**src/rtl/simd_requant_pkg.sv**
```systemverilog
// Shared constants and helpers for the SIMD requantization scheduler.
package simd_requant_pkg;

    typedef enum logic [0:0] {
        RND_TRUNC   = 1'b0,
        RND_HALF_UP = 1'b1
    } rnd_mode_e;

    localparam rnd_mode_e RND_MODE = RND_HALF_UP;

    // ID width that never collapses to zero bits
    function automatic int clog2_min1(input int n);
        return (n <= 2) ? 1 : $clog2(n);
    endfunction

    // Largest representable output value, zero-extended to 64 bits
    function automatic logic [63:0] sat_max(input int wout, input bit uns);
        return uns ? ((64'd1 << wout) - 64'd1) : ((64'd1 << (wout - 1)) - 64'd1);
    endfunction

    // Smallest representable output value, two's complement in 64 bits
    function automatic logic [63:0] sat_min(input int wout, input bit uns);
        return uns ? 64'd0 : ~((64'd1 << (wout - 1)) - 64'd1);
    endfunction

endpackage

```
**src/rtl/simd_requant_sched_arb.sv**
```systemverilog
// Round-robin arbiter: rotating-priority search from a pointer that
// moves one past the last granted requester.
module simd_rr_arbiter
    import simd_requant_pkg::*;
#(
    parameter int NUM_REQ = 4,
    parameter int IDW     = clog2_min1(NUM_REQ)
) (
    input  logic               clk,
    input  logic               rst,
    input  logic [NUM_REQ-1:0] req,
    input  logic               advance,
    output logic [NUM_REQ-1:0] grant,
    output logic [IDW-1:0]     grant_idx
);

    logic [IDW-1:0] ptr;
    logic           found;
    int unsigned    cand;

    // First valid requester at or after ptr; nothing granted while blocked or in reset
    always_comb begin
        grant     = '0;
        grant_idx = '0;
        found     = 1'b0;
        cand      = 0;
        for (int unsigned i = 0; i < NUM_REQ; i++) begin
            cand = (32'(ptr) + i) % NUM_REQ;
            if (!found && req[cand]) begin
                found     = 1'b1;
                grant_idx = IDW'(cand);
            end
        end
        if (!advance || rst) begin
            found     = 1'b0;
            grant_idx = '0;
        end
        if (found) begin
            grant[grant_idx] = 1'b1;
        end
    end

    // A grant is always a transfer (grant only goes to a valid requester)
    always_ff @(posedge clk or posedge rst) begin
        if (rst) begin
            ptr <= '0;
        end else if (|grant) begin
            ptr <= (grant_idx == IDW'(NUM_REQ - 1)) ? '0 : grant_idx + 1'b1;
        end
    end

endmodule

```
**src/rtl/simd_requant_sched.sv**
```systemverilog
// Shared requantization pipeline (shift, round-half-up, saturate) for
// NUM_REQ SIMD lanes, results tagged with requester ID.
// Optional saturation counter: define SIMD_REQUANT_SAT_CNT_EN.
module simd_requant_sched
    import simd_requant_pkg::*;
#(
    parameter int NUM_REQ      = 4,
    parameter int WIN          = 32,
    parameter int WOUT         = 16,
    parameter int SHW          = 5,
    parameter int UNSIGNED_OUT = 0,
    parameter int IDW          = clog2_min1(NUM_REQ)
) (
    input  logic                   clk,
    input  logic                   reset,
    input  logic [NUM_REQ-1:0]     req_valid,
    output logic [NUM_REQ-1:0]     req_ready,
    input  logic [NUM_REQ*WIN-1:0] req_data,
    input  logic [NUM_REQ*SHW-1:0] req_shift,
    output logic                   out_valid,
    input  logic                   out_ready,
    output logic [WOUT-1:0]        out_data,
    output logic [IDW-1:0]         out_id,
    output logic                   out_sat
`ifdef SIMD_REQUANT_SAT_CNT_EN
    ,
    input  logic                   sat_clr,
    output logic [15:0]            sat_count
`endif
);

    localparam logic [63:0] MAXV = sat_max(WOUT, UNSIGNED_OUT != 0);
    localparam logic [63:0] MINV = sat_min(WOUT, UNSIGNED_OUT != 0);

    logic                s2_load, arb_en;
    logic [NUM_REQ-1:0]  grant;
    logic [IDW-1:0]      grant_idx;
    logic signed [WIN-1:0] din;
    logic [SHW-1:0]      sh;
    logic signed [WIN:0] din_x, shifted, r_next;
    logic                rnd;
    logic                s1_valid;
    logic signed [WIN:0] s1_r;
    logic [IDW-1:0]      s1_id;
    logic [WOUT-1:0]     sat_data;
    logic                sat_flag;

    // S2 is the output register, so its valid is out_valid
    assign s2_load   = !out_valid || out_ready;
    assign arb_en    = !s1_valid || s2_load;
    assign req_ready = grant;

    simd_rr_arbiter #(.NUM_REQ(NUM_REQ), .IDW(IDW)) u_arb (
        .clk       (clk),
        .rst       (reset),
        .req       (req_valid),
        .advance   (arb_en),
        .grant     (grant),
        .grant_idx (grant_idx)
    );

    // Select granted operand, shift arithmetically and add the round bit
    always_comb begin
        din     = req_data[grant_idx*WIN +: WIN];
        sh      = req_shift[grant_idx*SHW +: SHW];
        din_x   = {din[WIN-1], din};
        shifted = din_x >>> sh;
        rnd     = 1'b0;
        if (RND_MODE == RND_HALF_UP && sh != '0) begin
            rnd = din[sh - 1'b1];
        end
        r_next  = shifted + (WIN+1)'(rnd);
    end

    // S1: rounded value and ID register
    always_ff @(posedge clk or posedge reset) begin
        if (reset) begin
            s1_valid <= 1'b0;
            s1_r     <= '0;
            s1_id    <= '0;
        end else if (arb_en) begin
            s1_valid <= |grant;
            if (|grant) begin
                s1_r  <= r_next;
                s1_id <= grant_idx;
            end
        end
    end

    // Clamp the S1 value into the output range
    always_comb begin
        sat_data = s1_r[WOUT-1:0];
        sat_flag = 1'b0;
        if (UNSIGNED_OUT != 0) begin
            if (s1_r[WIN]) begin
                sat_data = MINV[WOUT-1:0];
                sat_flag = 1'b1;
            end else if (s1_r[WIN-1:WOUT] != '0) begin
                sat_data = MAXV[WOUT-1:0];
                sat_flag = 1'b1;
            end
        end else if (!(s1_r[WIN:WOUT-1] == '0 || s1_r[WIN:WOUT-1] == '1)) begin
            sat_data = s1_r[WIN] ? MINV[WOUT-1:0] : MAXV[WOUT-1:0];
            sat_flag = 1'b1;
        end
    end

    // S2: output register, held while downstream stalls
    always_ff @(posedge clk or posedge reset) begin
        if (reset) begin
            out_valid <= 1'b0;
            out_data  <= '0;
            out_id    <= '0;
            out_sat   <= 1'b0;
        end else if (s2_load) begin
            out_valid <= s1_valid;
            if (s1_valid) begin
                out_data <= sat_data;
                out_id   <= s1_id;
                out_sat  <= sat_flag;
            end
        end
    end

`ifdef SIMD_REQUANT_SAT_CNT_EN
    // Count saturated results at handshake; clear has priority
    always_ff @(posedge clk or posedge reset) begin
        if (reset) begin
            sat_count <= '0;
        end else if (sat_clr) begin
            sat_count <= '0;
        end else if (out_valid && out_ready && out_sat && sat_count != '1) begin
            sat_count <= sat_count + 16'd1;
        end
    end
`endif

endmodule

```
**config.mk**
```make
export PLATFORM = sky130hd
export DESIGN_NAME = simd_requant_sched
export DESIGN_NICKNAME = d
export VERILOG_FILES = /design/src/rtl/simd_requant_pkg.sv /design/src/rtl/simd_requant_sched_arb.sv /design/src/rtl/simd_requant_sched.sv
export SDC_FILE = /design/constraint.sdc
export NUM_CORES = 1
export LEC_CHECK = 0
export CAP_MARGIN = 20
export CORE_MARGIN = 5
export CORE_UTILIZATION = 46
export CTS_CLUSTER_SIZE = 16
export DETAILED_ROUTE_END_ITERATION = 8
export GPL_TIMING_DRIVEN = 1
export PLACE_DENSITY = 0.79
export SLEW_MARGIN = 20
export SYNTH_ARGS = -nofsm -noshare
export SYNTH_HDL_FRONTEND = slang
export SYNTH_SLANG_ARGS = --single-unit
```
**constraint.sdc**
```tcl
create_clock -name clk -period 5.4 [get_ports clk]
set_input_delay 0.81 -clock clk [delete_from_list [all_inputs] [get_ports clk]]
set_output_delay 0.81 -clock clk [all_outputs]
set_load 0.02 [all_outputs]
```
==> summary.md <==
| Metric | Value |
|---|---|
| Post-Syn Area | 6790 µm² |
| Total power | about 5.8 mW |
| Post-synth top flop | dfrtp_1 |
| CTS tree | yes |
| Area contributors post-synth | dfrtp_1 21%, mux2i_1 13%, nor2_1 6.9% |
| Crit-path cells | clkdlybuf4s50_1, buf_4, nor2b_1, nor4b_1, buf_4, nor2_4, buf_4, buf_12, mux2i_1, a211o_1, mux4_2, mux4_2, nor2_1, o21ai_1, o31ai_1, ha_2, nand3b_1, buf_4, nor4_2, buf_4, xnor2_1, a21oi_1 |
| Clock Latency Late Sink | between 300 and 400 ps |
| HPWL Detailed | roughly 21,000 µm |
| Reg-to-Reg Start | u_arb.ptr[0] |
| Crit-path leading delay family | buffers and inverters |
| WL final | ~27,000 µm |
| Initial antenna violation count | 0 |
| Worst Setup SP | req_valid[3] |
| CP Capture Point | s1_r[29] |
| Crit path buf inv count | 7 |
| Final-report hold violation count | 0 |
| Floorplan Core Area | 14,500 µm² |
| Biggest area consumer among synthesized cells | dfrtp_1 |
| Post-synth EDFFs | 0 |
| Hold-fix buffers, CTS | 0 |
| Commonest non-fill, non-tap cells in the layout | 177 x clkdlybuf4s50_1, 169 x buf_4, 123 x nor2_1, 83 x mux2i_1, 71 x nand2_1 |
| Asr flop ratio synth | between 90% and 100% |
| Leading cell type in the layout, fill and taps excluded | clkdlybuf4s50_1 |
| Initial core utilization | 46.7% |
| GRT overflow | 0 |
| Fillers | 1,111 |
| Max H-tree Level | 3 |
| DR vias | 8,116 |
| Status | completed |
| Clock Tree Buf Depth | 2 |
| # rows | 44 |
| Tcrit/Tclk final | 97.5% |
| First drt pass iteration count | 5 |
| Die Y | 132 µm |
| Slowest cell on the critical path | clkdlybuf4s50_1 |
| Buffers on Ports | between 150 and 200 |
| Hold WC Path Type | flip-flop to flip-flop |
| Remaining DRCs | 0 |
| Post-synthesis sequential area ratio | 21.4% |
| Pwr dens | 554 nW/µm² |
| Synth warn | 0 |
| Cell internal pwr | 3.07 mW |
| Fin nets | roughly 1,300 |
| Yosys reg bits | 58 |
| CP max stage delay | 550 ps |
| CP Class | input pin to flip-flop |
| R2R setup slack | 740 ps |
| VDD IR max | 0.000244 V |
| Clock slew at reported path FFs | 50 ps |
| Worst r2r path cells | 20 |
| Fin util | 72.0% |
| Netlist cell types | 84 |
| Antenna diode count | 0 |
| Leak | roughly 4.5 nW |
| Share of the synthesized area in the top cell type | between 20% and 30% |
| Largest net degree at the start of global routing | 59 |
| Critical path startpoint category | input pin |
| Required time worst endpoint | ~5600 ps |
| Die X | 132 µm |
| Syn Area/Cell | just over 8 µm² |
| Critical Path AT | around 5500 ps |
| Rel. slew slack | a little over a third |
| Total negative setup slack | 0 ps |
| Pre-CTS setup slack | -333 ps |
| Area grow syn2layout | 54.0% |
| Worst hold path cell count | 2 |
| Syn nets | around 1,000 |
| Min Tclk post-route | 5270 ps |
| MaxCap Viol Count | 0 |
| Worst Skew | 4.78 ps |
| Post-route antenna net violation count | 0 |
| CP max FO | 28 |
| Comb pwr share | between 70% and 80% |
| Final GP Congestion | 0.972 |
| R2R Path End | s1_r[29] |
| Vias in the first global route | 8,037 |
| Max-slew violations | 0 |
| # setup viols final | 0 |
| Full die area | 17,300 µm² |
| Max Freq | around 190 MHz |
| Flop pwr share | 14.0% |
| Slew @ Worst Pin | 952 ps |
| Setup WS post-layout | between 100 and 150 ps |
| Crit path top cell by count | buf_4 |
| P_sw | 2.73 mW |
| Share of layout cells above drive strength 1 | between 20% and 30% |
| Clock Sinks | 58 |
| Clk root buf | clkbuf_16 |
| TritonCTS buffer count | 9 |
| Mapped Cells | 844 |
| Worst setup EP type | flip-flop |
| Sw Share | 47.0% |
| Overall routing resource usage | 29.8% |
| Clock share of power | 10.0% |
| Global-route wire length before repair | 42,800 µm |
| # IOs | 179 |
| WP depth | 22 |
| Vias/cell | 6.07 |
| DR WL/cell | around 20 µm |
| Drt initial violations | 704 |
[worst register-to-register path: stages (launching register included)]
cell	delay (ps)
dfrtp_1	460
nor2b_2	90
nor4b_1	330
buf_4	190
nor2_4	60
buf_4	180
buf_12	170
mux2i_1	140
a211o_1	350
mux4_2	510
mux4_2	520
nor2_1	120
o21ai_1	70
o31ai_1	70
ha_2	230
nand3b_1	230
buf_4	230
nor4_2	230
buf_4	160
xnor2_1	120
a21oi_1	90
[worst min-delay path by stage]
| stage | startpoint | to |
|---|---|---|
| after floorplan | s1_r[0] | s1_r[0] |
| after global placement | out_data[7] | out_data[7] |
| after detailed placement | s1_r[1] | s1_r[1] |
| after CTS | s1_r[1] | s1_r[1] |
| after global routing | out_data[5] | out_data[5] |
| final | out_data[6] | out_data[6] |
[power by group through the flow]
stage               registers, mW  logic, mW  clock network, mW
floorplan                   0.858       2.50                  0
global placement            0.792       4.15                  0
detailed placement          0.807       4.23                  0
CTS                         0.803       4.27              0.583
global route                0.836       4.71              0.600
finish                      0.809       4.41              0.581
[logic make-up (layout without fill, tap and decap cells)]
kind of cell,Yosys count,after routing,synth area share [%]
AO/OA/AOI/OAI,232,232,24.2
XOR/XNOR,25,25,3.22
adder cells (fa/ha/maj),7,7,1.29
buffers and inverters,73,381,5.99
flip-flops,58,58,21.4
multiplexers,113,113,18.9
AND/OR/NAND/NOR,336,336,25.0
[area by class of cell]
| type | instances | area, µm² | area share, % |
|---|---|---|---|
| repair buffers | 356 | 3210 | 30.7 |
| clock inverters | 2 | 35.0 | 0.335 |
| inverters | 10 | 48.8 | 0.467 |
| clock buffers | 13 | 270 | 2.58 |
| multi-input cells | 713 | 5220 | 49.9 |
| well taps | 184 | 230 | 2.20 |
| flip-flops and latches | 58 | 1450 | 13.9 |
[through the flow]
stage / instances / hold slack, ps / instance area, µm²
4_1_cts: 1331 / 479 / 10300
6_report: 1336 / 476 / 10500
2_1_floorplan: 844 / 439 / 7020
3_3_place_gp: 1316 / 462 / 10000
5_1_grt: 1336 / 496 / 10500
3_5_place_dp: 1316 / 468 / 10000
[sequential cells by signal, indices dropped and copies added (netlist names)]
register   count
out_id         2
s1_r          33
out_sat        1
out_valid      1
u_arb.ptr      2
s1_valid       1
s1_id          2
out_data      16
[timing repair]
item / 4_1_cts / 5_1_grt
endpoints found under the setup margin: 2 / 30
gates resized for setup: 1 / 22
buffers inserted: 0 / 5
pin swaps: 0 / 5
[cell usage after synthesis (19+ instances only)]
| library cell | n |
|---|---|
| nor2_1 | 125 |
| mux2i_1 | 87 |
| nand2_1 | 72 |
| dfrtp_1 | 58 |
| o21ai_0 | 51 |
| a21oi_1 | 49 |
| nor4_1 | 40 |
| a211o_1 | 32 |
| clkbuf_1 | 22 |
| o22ai_1 | 22 |
| nor3_1 | 20 |
| buf_2 | 19 |
[layer usage]
metal | up-vias | track usage, % | share of wire, %
met4 | 0 | 10.6 | 3.2
met5 | - | 0 | 0
li1 | 3805 | - | -
met2 | 436 | 50.9 | 49
met1 | 3817 | 38.3 | 40
met3 | 58 | 4.36 | 7.6
Note: power is estimated with default switching activity, not from simulation.
